## config.mk

```make
export PLATFORM = sky130hd
export DESIGN_NAME = cic_sample_buffer
export DESIGN_NICKNAME = d
export VERILOG_FILES = /design/src/rtl/cic_buffer_pkg.sv /design/src/rtl/echip65_sync_fifo.sv /design/src/rtl/cic_sample_buffer.sv
export SDC_FILE = /design/constraint.sdc
export NUM_CORES = 1
export LEC_CHECK = 0
export BUFFER_PORTS_ARGS = -buffer_cell sky130_fd_sc_hd__buf_4
export CAP_MARGIN = 20
export CORE_MARGIN = 2
export CORE_UTILIZATION = 64
export DETAILED_ROUTE_END_ITERATION = 8
export GPL_TIMING_DRIVEN = 0
export PLACE_DENSITY = 0.9
export SLEW_MARGIN = 20
export SYNTH_ARGS = -nofsm -noshare
export SYNTH_HDL_FRONTEND = slang
export SYNTH_SLANG_ARGS = --single-unit
```

## constraint.sdc

```tcl
create_clock -name clk -period 4.5 [get_ports clk]
set_clock_uncertainty 0.05 [all_clocks]
set_input_delay 0.675 -clock clk [delete_from_list [all_inputs] [get_ports clk]]
set_output_delay 0.675 -clock clk [all_outputs]
set_load 0.02 [all_outputs]
```

## src/rtl/cic_buffer_pkg.sv

```systemverilog
// Shared helpers for the CIC sample buffer: midscale offset, output shift,
// and the offset/shift/saturate conversion from unsigned CIC code to signed word.
package cic_buffer_pkg;

  // Offset that maps the unsigned CIC midscale code to zero.
  function automatic logic [63:0] midscale(input int clock_width);
    return 64'd1 << (3 * clock_width - 1);
  endfunction

  // Number of LSBs dropped when narrowing the CIC word to the output width.
  function automatic int fmt_shift(input int clock_width, input int out_width);
    return 3 * clock_width - out_width;
  endfunction

  // Offset to signed (wrapping at 3*clock_width+1 bits), floor-shift, saturate.
  function automatic logic signed [63:0] sat_format(input logic [63:0] cap,
                                                   input int clock_width,
                                                   input int out_width);
    int nb;
    logic signed [63:0] s;
    logic signed [63:0] hi;
    logic signed [63:0] lo;
    nb = 3 * clock_width + 1;
    s  = $signed(cap - midscale(clock_width));
    s  = (s <<< (64 - nb)) >>> (64 - nb);
    s  = s >>> fmt_shift(clock_width, out_width);
    hi = (64'sd1 <<< (out_width - 1)) - 64'sd1;
    lo = -(64'sd1 <<< (out_width - 1));
    if (s > hi) begin
      return hi;
    end else if (s < lo) begin
      return lo;
    end
    return s;
  endfunction

endpackage

```

## src/rtl/echip65_sync_fifo.sv

```systemverilog
// First-word-fall-through synchronous FIFO with registered level.
// A push while full is accepted only when a pop happens in the same cycle.
module echip65_sync_fifo #(
  parameter int WIDTH = 16,
  parameter int DEPTH = 8
) (
  input  logic                       clk,
  input  logic                       reset,
  input  logic                       push_i,
  input  logic [WIDTH-1:0]           wdata_i,
  input  logic                       pop_i,
  output logic [WIDTH-1:0]           rdata_o,
  output logic                       full_o,
  output logic                       empty_o,
  output logic [$clog2(DEPTH+1)-1:0] level_o
);

  localparam int AW = $clog2(DEPTH);
  localparam int LW = $clog2(DEPTH + 1);

  logic [WIDTH-1:0] mem_q [DEPTH];
  logic [AW-1:0]    wr_q, wr_d;
  logic [AW-1:0]    rd_q, rd_d;
  logic [LW-1:0]    level_q, level_d;
  logic             do_push, do_pop;

  assign empty_o = (level_q == '0);
  assign full_o  = (level_q == LW'(DEPTH));
  assign level_o = level_q;
  assign do_pop  = pop_i && !empty_o;
  assign do_push = push_i && (!full_o || do_pop);
  assign rdata_o = empty_o ? '0 : mem_q[rd_q];

  // Next-state for pointers and occupancy.
  always_comb begin
    wr_d    = wr_q;
    rd_d    = rd_q;
    level_d = level_q;
    if (do_push) wr_d = wr_q + AW'(1);
    if (do_pop)  rd_d = rd_q + AW'(1);
    if (do_push && !do_pop) level_d = level_q + LW'(1);
    if (do_pop && !do_push) level_d = level_q - LW'(1);
  end

  // Control state with synchronous reset.
  always_ff @(posedge clk) begin
    if (reset) begin
      wr_q    <= '0;
      rd_q    <= '0;
      level_q <= '0;
    end else begin
      wr_q    <= wr_d;
      rd_q    <= rd_d;
      level_q <= level_d;
    end
  end

  // Storage array; contents are only observed through valid entries.
  always_ff @(posedge clk) begin
    if (do_push) mem_q[wr_q] <= wdata_i;
  end

endmodule

```

## src/rtl/cic_sample_buffer.sv

```systemverilog
// Samples the CIC output once per decimation period, drops the settling
// captures, converts to a saturated signed word and queues it in a FIFO.
module cic_sample_buffer
  import cic_buffer_pkg::*;
#(
  parameter int DECIMATION_FACTOR = 256,
  parameter int CLOCK_WIDTH       = $clog2(DECIMATION_FACTOR),
  parameter int NUMBITS           = 3 * CLOCK_WIDTH + 1,
  parameter int OUT_WIDTH         = 16,
  parameter int CAPTURE_PHASE     = DECIMATION_FACTOR / 2,
  parameter int SETTLE_SAMPLES    = 4,
  parameter int DEPTH             = 8
) (
  input  logic                       clk,
  input  logic                       reset,
  input  logic                       enable,
  input  logic [NUMBITS-1:0]         cic_out,
  output logic [OUT_WIDTH-1:0]       out_data,
  output logic                       out_valid,
  input  logic                       out_ready,
  output logic [$clog2(DEPTH+1)-1:0] fill_level,
  output logic                       overflow,
  input  logic                       clear_ovf
);

  localparam int SW = ($clog2(SETTLE_SAMPLES + 1) > 0) ? $clog2(SETTLE_SAMPLES + 1) : 1;

  logic                   en_q;
  logic [CLOCK_WIDTH-1:0] cnt_q, cnt_d;
  logic [SW-1:0]          settle_q, settle_d;
  logic [NUMBITS-1:0]     cap_q, cap_d;
  logic                   cap_vld_q, cap_vld_d;
  logic                   ovf_q, ovf_d;

  logic                   rise, capture, settled, pop, drop;
  logic                   fifo_full, fifo_empty;
  logic [OUT_WIDTH-1:0]   fmt_word;

  assign rise     = enable && !en_q;
  assign capture  = enable && (cnt_q == CLOCK_WIDTH'(CAPTURE_PHASE));
  assign settled  = (settle_q == SW'(SETTLE_SAMPLES));
  assign out_valid = !fifo_empty;
  assign pop      = out_valid && out_ready;
  // A push while full is only lost when no pop frees a slot in the same cycle.
  assign drop     = cap_vld_q && fifo_full && !pop;
  assign overflow = ovf_q;
  assign fmt_word = OUT_WIDTH'(sat_format(64'(cap_q), CLOCK_WIDTH, OUT_WIDTH));

  // Phase counter, settle counter, capture register and overflow next-state.
  always_comb begin
    cnt_d     = (!enable || rise) ? '0 : cnt_q + CLOCK_WIDTH'(1);
    settle_d  = settle_q;
    if (rise) begin
      settle_d = '0;
    end else if (capture && !settled) begin
      settle_d = settle_q + SW'(1);
    end
    cap_d     = capture ? cic_out : cap_q;
    cap_vld_d = capture && settled && !rise;
    ovf_d     = ovf_q;
    if (drop) begin
      ovf_d = 1'b1;
    end else if (clear_ovf) begin
      ovf_d = 1'b0;
    end
  end

  // State registers; reset also discards any sample waiting to be written.
  always_ff @(posedge clk) begin
    if (reset) begin
      en_q      <= 1'b0;
      cnt_q     <= '0;
      settle_q  <= '0;
      cap_q     <= '0;
      cap_vld_q <= 1'b0;
      ovf_q     <= 1'b0;
    end else begin
      en_q      <= enable;
      cnt_q     <= cnt_d;
      settle_q  <= settle_d;
      cap_q     <= cap_d;
      cap_vld_q <= cap_vld_d;
      ovf_q     <= ovf_d;
    end
  end

  echip65_sync_fifo #(
    .WIDTH (OUT_WIDTH),
    .DEPTH (DEPTH)
  ) u_fifo (
    .clk     (clk),
    .reset   (reset),
    .push_i  (cap_vld_q),
    .wdata_i (fmt_word),
    .pop_i   (pop),
    .rdata_o (out_data),
    .full_o  (fifo_full),
    .empty_o (fifo_empty),
    .level_o (fill_level)
  );

endmodule

```

==> results.cfg, run 1 <==
[timing]
hold_viol = 0
fmax_mhz = 287.4
worst_pin_slew_ns = 0.8151
maxSlewViolCount = 0
finalCritPeriodShare = 0.7733
rsz0062_at_grt = no
finalSetupViolCount = 0
setup_tns_ns = 0
slew_headroom = 0.4566
min_period_ns = 3.480

[placement]
dp_cells = 656
place_congestion = 0.7586
dpl.hpwl_um = 9909
port_buffers = 43

[layout]
drive_above_1_share = 0.2500
nNetsFinal = 575
synthToLayoutAreaGrowth_pct = 17.71
fillers = 576
finalNonFillerCells = 688
diodes = 0

[worst_setup_path]
crit_buf_inv = 3
cp_top_family = buffers and inverters
cp_cell_sequence = clkbuf_1, buf_2, mux4_2, mux2i_1, nor2_1, buf_4
arrival_ns = 2.76
slowest_delay_ns = 0.56
crit_required_ns = 3.77
end_kind = output port
slowest_stage = mux4_2
timing.rr.start = u_fifo.level_o[2]$_SDFFE_PP0P_
worst_setup_path_start_kind = flip-flop
crit_path_max_fanout = 10
critPathKind = reg -> out

[clocking]
postCtsSetupRepairBufs = 0
clockBufferDepth = 2
htree_levels = 4
clkLatencyLatePin_ns = 0.54
clkTransAtPathRegs_ns = 0.07
cts_made_buffers = 17
cts_tree = built
cts_resized = 0
cts-root-buf = clkbuf_8
clock_sinks = 172
ctsHoldBuffers = 0

[min_path]
holdCritPathClass = in -> reg
hold_path.startpoint = cic_out[22]

[yosys]
synthFlopType = edfxtp_1
syn_area_mm2 = 0.007038
synth_edf_count = 128
yosysSeqAreaShare = 0.6713
ys_types = 42
ys.warnings.count = 0
synth-async-reset-ratio = 0
ys_ff_latch = 172
syn_nets = 503
synth_area_per_cell_um2 = 15.20
synthCells = 463

[power]
leakagePower_nw = 3.314
power_frac_comb = 0.124
vdd_drop_max_v = 0.0002659
swShare = 0.2505
clkPwrFrac = 0.407
power_frac_seq = 0.470
p_int_mw = 2.722
powerDensity_mw_per_mm2 = 438.4
p_sw_mw = 0.9097

[routing]
wl_um = 16220
remaining_drc_errors = 0
via_count = 4294
viasPerCell = 6.241
avgRoutedWirePerCell_um = 23.58
drt_pass1_iterations = 5
drtIter0Drc = 353
ant_nets = 0

[grt]
grt_start_max_net_pins = 17
grt_util_all_layers = 0.2996
grt_pass1_wl_um = 24900
antenna_found_initial = 0
grt_pass1_vias = 4370
grt_remaining_overflow = 0

[floorplan]
placeableCoreArea_mm2 = 0.01079
die_h_um = 108.9
die-area_mm2 = 0.01185
std_cell_rows = 38
dieWidth_um = 108.9
initial_utilization = 0.6521
top_level_ports = 52

[outcome]
status = finished clean

[job]
drv_cap = 0
through the flow:
step	util	hold slack, ns	setup slack [ns]	area, µm²	power (mW)
after floorplan	-	0.3740	1.591	7038	2.046
after CTS	0.7676	0.3059	1.007	8284	3.637
after detailed placement	0.7117	0.3952	1.668	7681	2.175
final	0.7676	0.3119	1.020	8284	3.632
after global placement	0.6982	0.3896	0.8030	7536	2.161
after global routing	0.7676	0.3062	0.9450	8284	3.728
per-layer routing:
metal	global-route usage	vias up	wire length, µm
li1	-	1889	-
met4	0.1319	0	597
met3	0.07711	51	1212
met5	0	-	0
met1	0.3621	2111	5948
met2	0.5098	243	8465
cells in the mapped netlist, types with 2 or more instances:
| cell type | number | area (µm²) |
|---|---|---|
| xor2_1 | 9 | 78.83 |
| a21o_1 | 2 | 15.01 |
| nor2b_1 | 3 | 18.77 |
| a211oi_1 | 2 | 15.01 |
| inv_1 | 10 | 37.54 |
| mux4_2 | 32 | 720.7 |
| o21ai_1 | 2 | 10.01 |
| nor3_1 | 7 | 35.03 |
| nor2_1 | 60 | 225.2 |
| o211ai_1 | 3 | 22.52 |
| buf_2 | 8 | 40.04 |
| xnor2_1 | 5 | 43.79 |
| nand3_1 | 9 | 45.04 |
| ha_1 | 10 | 125.1 |
| or3_1 | 3 | 18.77 |
| nand2b_1 | 5 | 31.28 |
| edfxtp_1 | 128 | 3844 |
| mux2i_1 | 38 | 380.4 |
| and3_1 | 3 | 18.77 |
| nor4_1 | 2 | 12.51 |
| nand2_1 | 24 | 90.09 |
| a21oi_1 | 20 | 100.1 |
| nand4_1 | 4 | 25.02 |
| clkbuf_1 | 13 | 48.80 |
| dfxtp_1 | 44 | 880.8 |
kinds of logic (layout without fill, tap and decap cells):
family | Yosys count | after routing | synth area share
buffers and inverters | 35 | 120 | 0.02169
AO/OA/AOI/OAI | 35 | 35 | 0.03058
XOR/XNOR | 14 | 14 | 0.01742
AND/OR/NAND/NOR | 126 | 126 | 0.08320
adder cells (fa/ha/maj) | 10 | 10 | 0.01778
flip-flops | 172 | 172 | 0.6713
multiplexers | 71 | 71 | 0.1580
area by class of cell:
cell class / count / area, µm² / area share
timing repair buffer: 53 / 442.9 / 0.05347
clock buffer: 17 / 414.1 / 0.04999
multi-input combinational: 256 / 2186 / 0.2639
sequential: 172 / 4725 / 0.5703
tap: 140 / 175.2 / 0.02114
clock inverter: 15 / 188.9 / 0.02281
buffer: 24 / 111.4 / 0.01344
inverter: 11 / 41.29 / 0.004984
tightest hold or removal path, cell delays in order:
cell and delay [ns]:
buf_4 0.07, mux2i_1 0.05, nor2_1 0.07
flip-flops by register name, summed over array words and instances (netlist names), named ones only:
signal          flops
cap_vld_q           1
en_q                1
u_fifo.wr_q         3
cap_q              17
u_fifo.level_o      4
u_fifo.mem_q      128
settle_q            3
u_fifo.rd_q         3
cnt_q               8
overflow            1
cell usage in the layout (no fill, tap or decap), types with 13 or more instances in the layout:
cell type and instances:
nand2_1 24, dfxtp_1 44, edfxtp_1 128, a21oi_1 20, clkbuf_16 16, nor2_1 54
mux2i_1 38, buf_4 46, mux4_2 32, clkbuf_1 13
power by group through the flow:
stage               clock network [mW]  registers (mW)  logic [mW]
finish                            1.48            1.71       0.449
global route                      1.54            1.71       0.479
CTS                               1.48            1.71       0.452
detailed placement                   0            1.74       0.435
global placement                     0            1.74       0.422
floorplan                            0            1.75       0.298
final timing paths:
kind	endpoint	slack, ns	depth (start not counted)
max	out_data[3]	1.02	6
min	cap_q[22]$_SDFFE_PP0P_	0.31	3
max reg2reg	u_fifo.mem_q[2][15]$_DFFE_PP_	1.79	6
min reg2reg	settle_q[2]$_SDFFE_PP0P_	0.43	1
Note: power is estimated with default switching activity, not from simulation.
==> inputs of run 2 (changes only) <==
Settings changed: CORE_UTILIZATION 64 to 54, PLACE_DENSITY 0.9 to 0.82.
Clock period 4.5 ns to 2.95 ns, I/O delays scaled along.
==> run 2 against run 1 <==
  * First-iteration DRC count grew 13%
  * Die area rose by 18%
  * Sequential share of layout area fell by 0.27 points
  * Largest cell class unchanged
  * Largest power group unchanged
==> results.cfg, run 2 (synthesis gave the netlist of run 1 again) <==
[outcome]
status = finished clean

[timing]
fmax_mhz = 354.0
min_period_ns = 2.825
timing.final.ws_setup_ns = 0.1251
setup_tns_ns = 0
finalCritPeriodShare = 0.9576
worst_pin_slew_ns = 0.6566
finalSetupViolCount = 0
maxSlewViolCount = 0
rsz0062_at_grt = yes
hold_viol = 0
slew_headroom = 0.5590

[grt]
grt_pass1_wl_um = 23030
grt_start_max_net_pins = 17
antenna_found_initial = 0
grt_pass1_vias = 4274
grt_util_all_layers = 0.2239
grt_remaining_overflow = 0

[clocking]
clock_sinks = 172
clkTransAtPathRegs_ns = 0.06
clkLatencyLatePin_ns = 0.43
clockBufferDepth = 2
htree_levels = 4
cts_tree = built
ctsHoldBuffers = 0
postCtsSetupRepairBufs = 0
cts-root-buf = clkbuf_16
cts_made_buffers = 17

[worst_setup_path]
slowest_delay_ns = 0.54
crit_path_max_fanout = 10
end_kind = output port
arrival_ns = 2.33
slowest_stage = clkbuf_1
cp_cell_sequence = clkbuf_1, mux4_2, mux2i_1, nor2_1, buf_4
worst_setup_path_start_kind = flip-flop
crit_required_ns = 2.46
reg2reg_depth = 6
critPathKind = reg -> out

[power]
powerDensity_mw_per_mm2 = 665.2
leakagePower_nw = 3.320
vdd_drop_max_v = 0.0004055

[routing]
dr_wl_met2_um = 7603
wl_met3_um = 893
drtIter0Drc = 400
remaining_drc_errors = 0
viasPerCell = 5.691
drt_pass1_iterations = 4
avgRoutedWirePerCell_um = 20.47
via_count = 4092
wl_met1_um = 5769
ant_nets = 0
wl_um = 14720
top_layer_used = met4

[layout]
largest_register_ffs = 128
nNetsFinal = 574
diodes = 0
final_area_mm2 = 0.008324
finalNonFillerCells = 719
layout_commonest_cell = edfxtp_1
reg.largest.list = u_fifo.mem_q x128, cap_q x17, cnt_q x8
fillers = 858
regMostFlops = u_fifo.mem_q
drive_above_1_share = 0.2578
utilization = 0.6570
mostFrequentLayoutCells = edfxtp_1, nor2_1, buf_4
synthToLayoutAreaGrowth_pct = 18.28

[placement]
dp_cells = 688
place_congestion = 0.8313
port_buffers = 43
dpl.hpwl_um = 9941
post_dp_cell_area_mm2 = 0.007714
preCtsSetupSlack_ns = 0.3581

[min_path]
min_delay_path_depth = 2
holdCritPathClass = in -> reg

[floorplan]
initial_utilization = 0.5554
top_level_ports = 52
die_h_um = 118.2
dieWidth_um = 118.2
die-area_mm2 = 0.01396
placeableCoreArea_mm2 = 0.01267
std_cell_rows = 41

[job]
drv_cap = 0
-- run 2: cell types whose count changed in the layout (fill, tap and decap cells not counted), sizes merged --
cell,before,now
clkinvlp,2,3
inv,15,13
-- run 2: through the flow --
step                      power (mW)  hold WS, ns
after floorplan                3.120       0.3740
final                          5.537       0.1984
after detailed placement       3.328       0.4279
after global placement         3.297       0.3912
after CTS                      5.573       0.1851
after global routing           5.714       0.1965
-- run 2: repair_timing --
item / in CTS / in global routing
gates cloned: 0 / 0
gates resized for setup: 3 / 7
endpoints found under the setup margin: 9 / 7
-- run 2: power by group --
group	switching, mW	internal, mW
Sequential	0.0272	2.59
Clock	0.922	1.33
Combinational	0.393	0.272
-- run 2: path summary, 6_finish.rpt --
kind / start / to / slack (ns)
setup / recovery: flip-flop / out_data[2] / 0.13
hold reg to reg: settle_q[2]$_SDFFE_PP0P_ / settle_q[2]$_SDFFE_PP0P_ / 0.44
hold / removal: reset / en_q$_SDFF_PP0_ / 0.20
setup reg to reg: u_fifo.level_o[2]$_SDFFE_PP0P_ / u_fifo.mem_q[4][2]$_DFFE_PP_ / 0.42
-- run 2: worst max-delay path: cells and delay by family, from the launching register on --
| kind | cells | cell delay, ns |
|---|---|---|
| buf+inv | 2 | 0.73 |
| simple gates | 1 | 0.08 |
| flops | 1 | 0.43 |
| mux | 2 | 0.67 |
-- run 2: layer usage --
layer / vias up / track usage
met5: - / 0
met4: 0 / 0.1069
li1: 1886 / -
met2: 143 / 0.3844
met1: 2029 / 0.2683
met3: 34 / 0.05019
-- run 2: layout make-up --
cell class                 instances  area (µm²)  share of cell area
inverter                          11       41.29            0.004960
timing repair buffer              53       435.4             0.05231
sequential                       172        4725              0.5676
multi-input combinational        256        2186              0.2626
tap                              172       215.2             0.02585
buffer                            23       122.6             0.01473
clock inverter                    14       170.2             0.02044
clock buffer                      18       429.2             0.05156
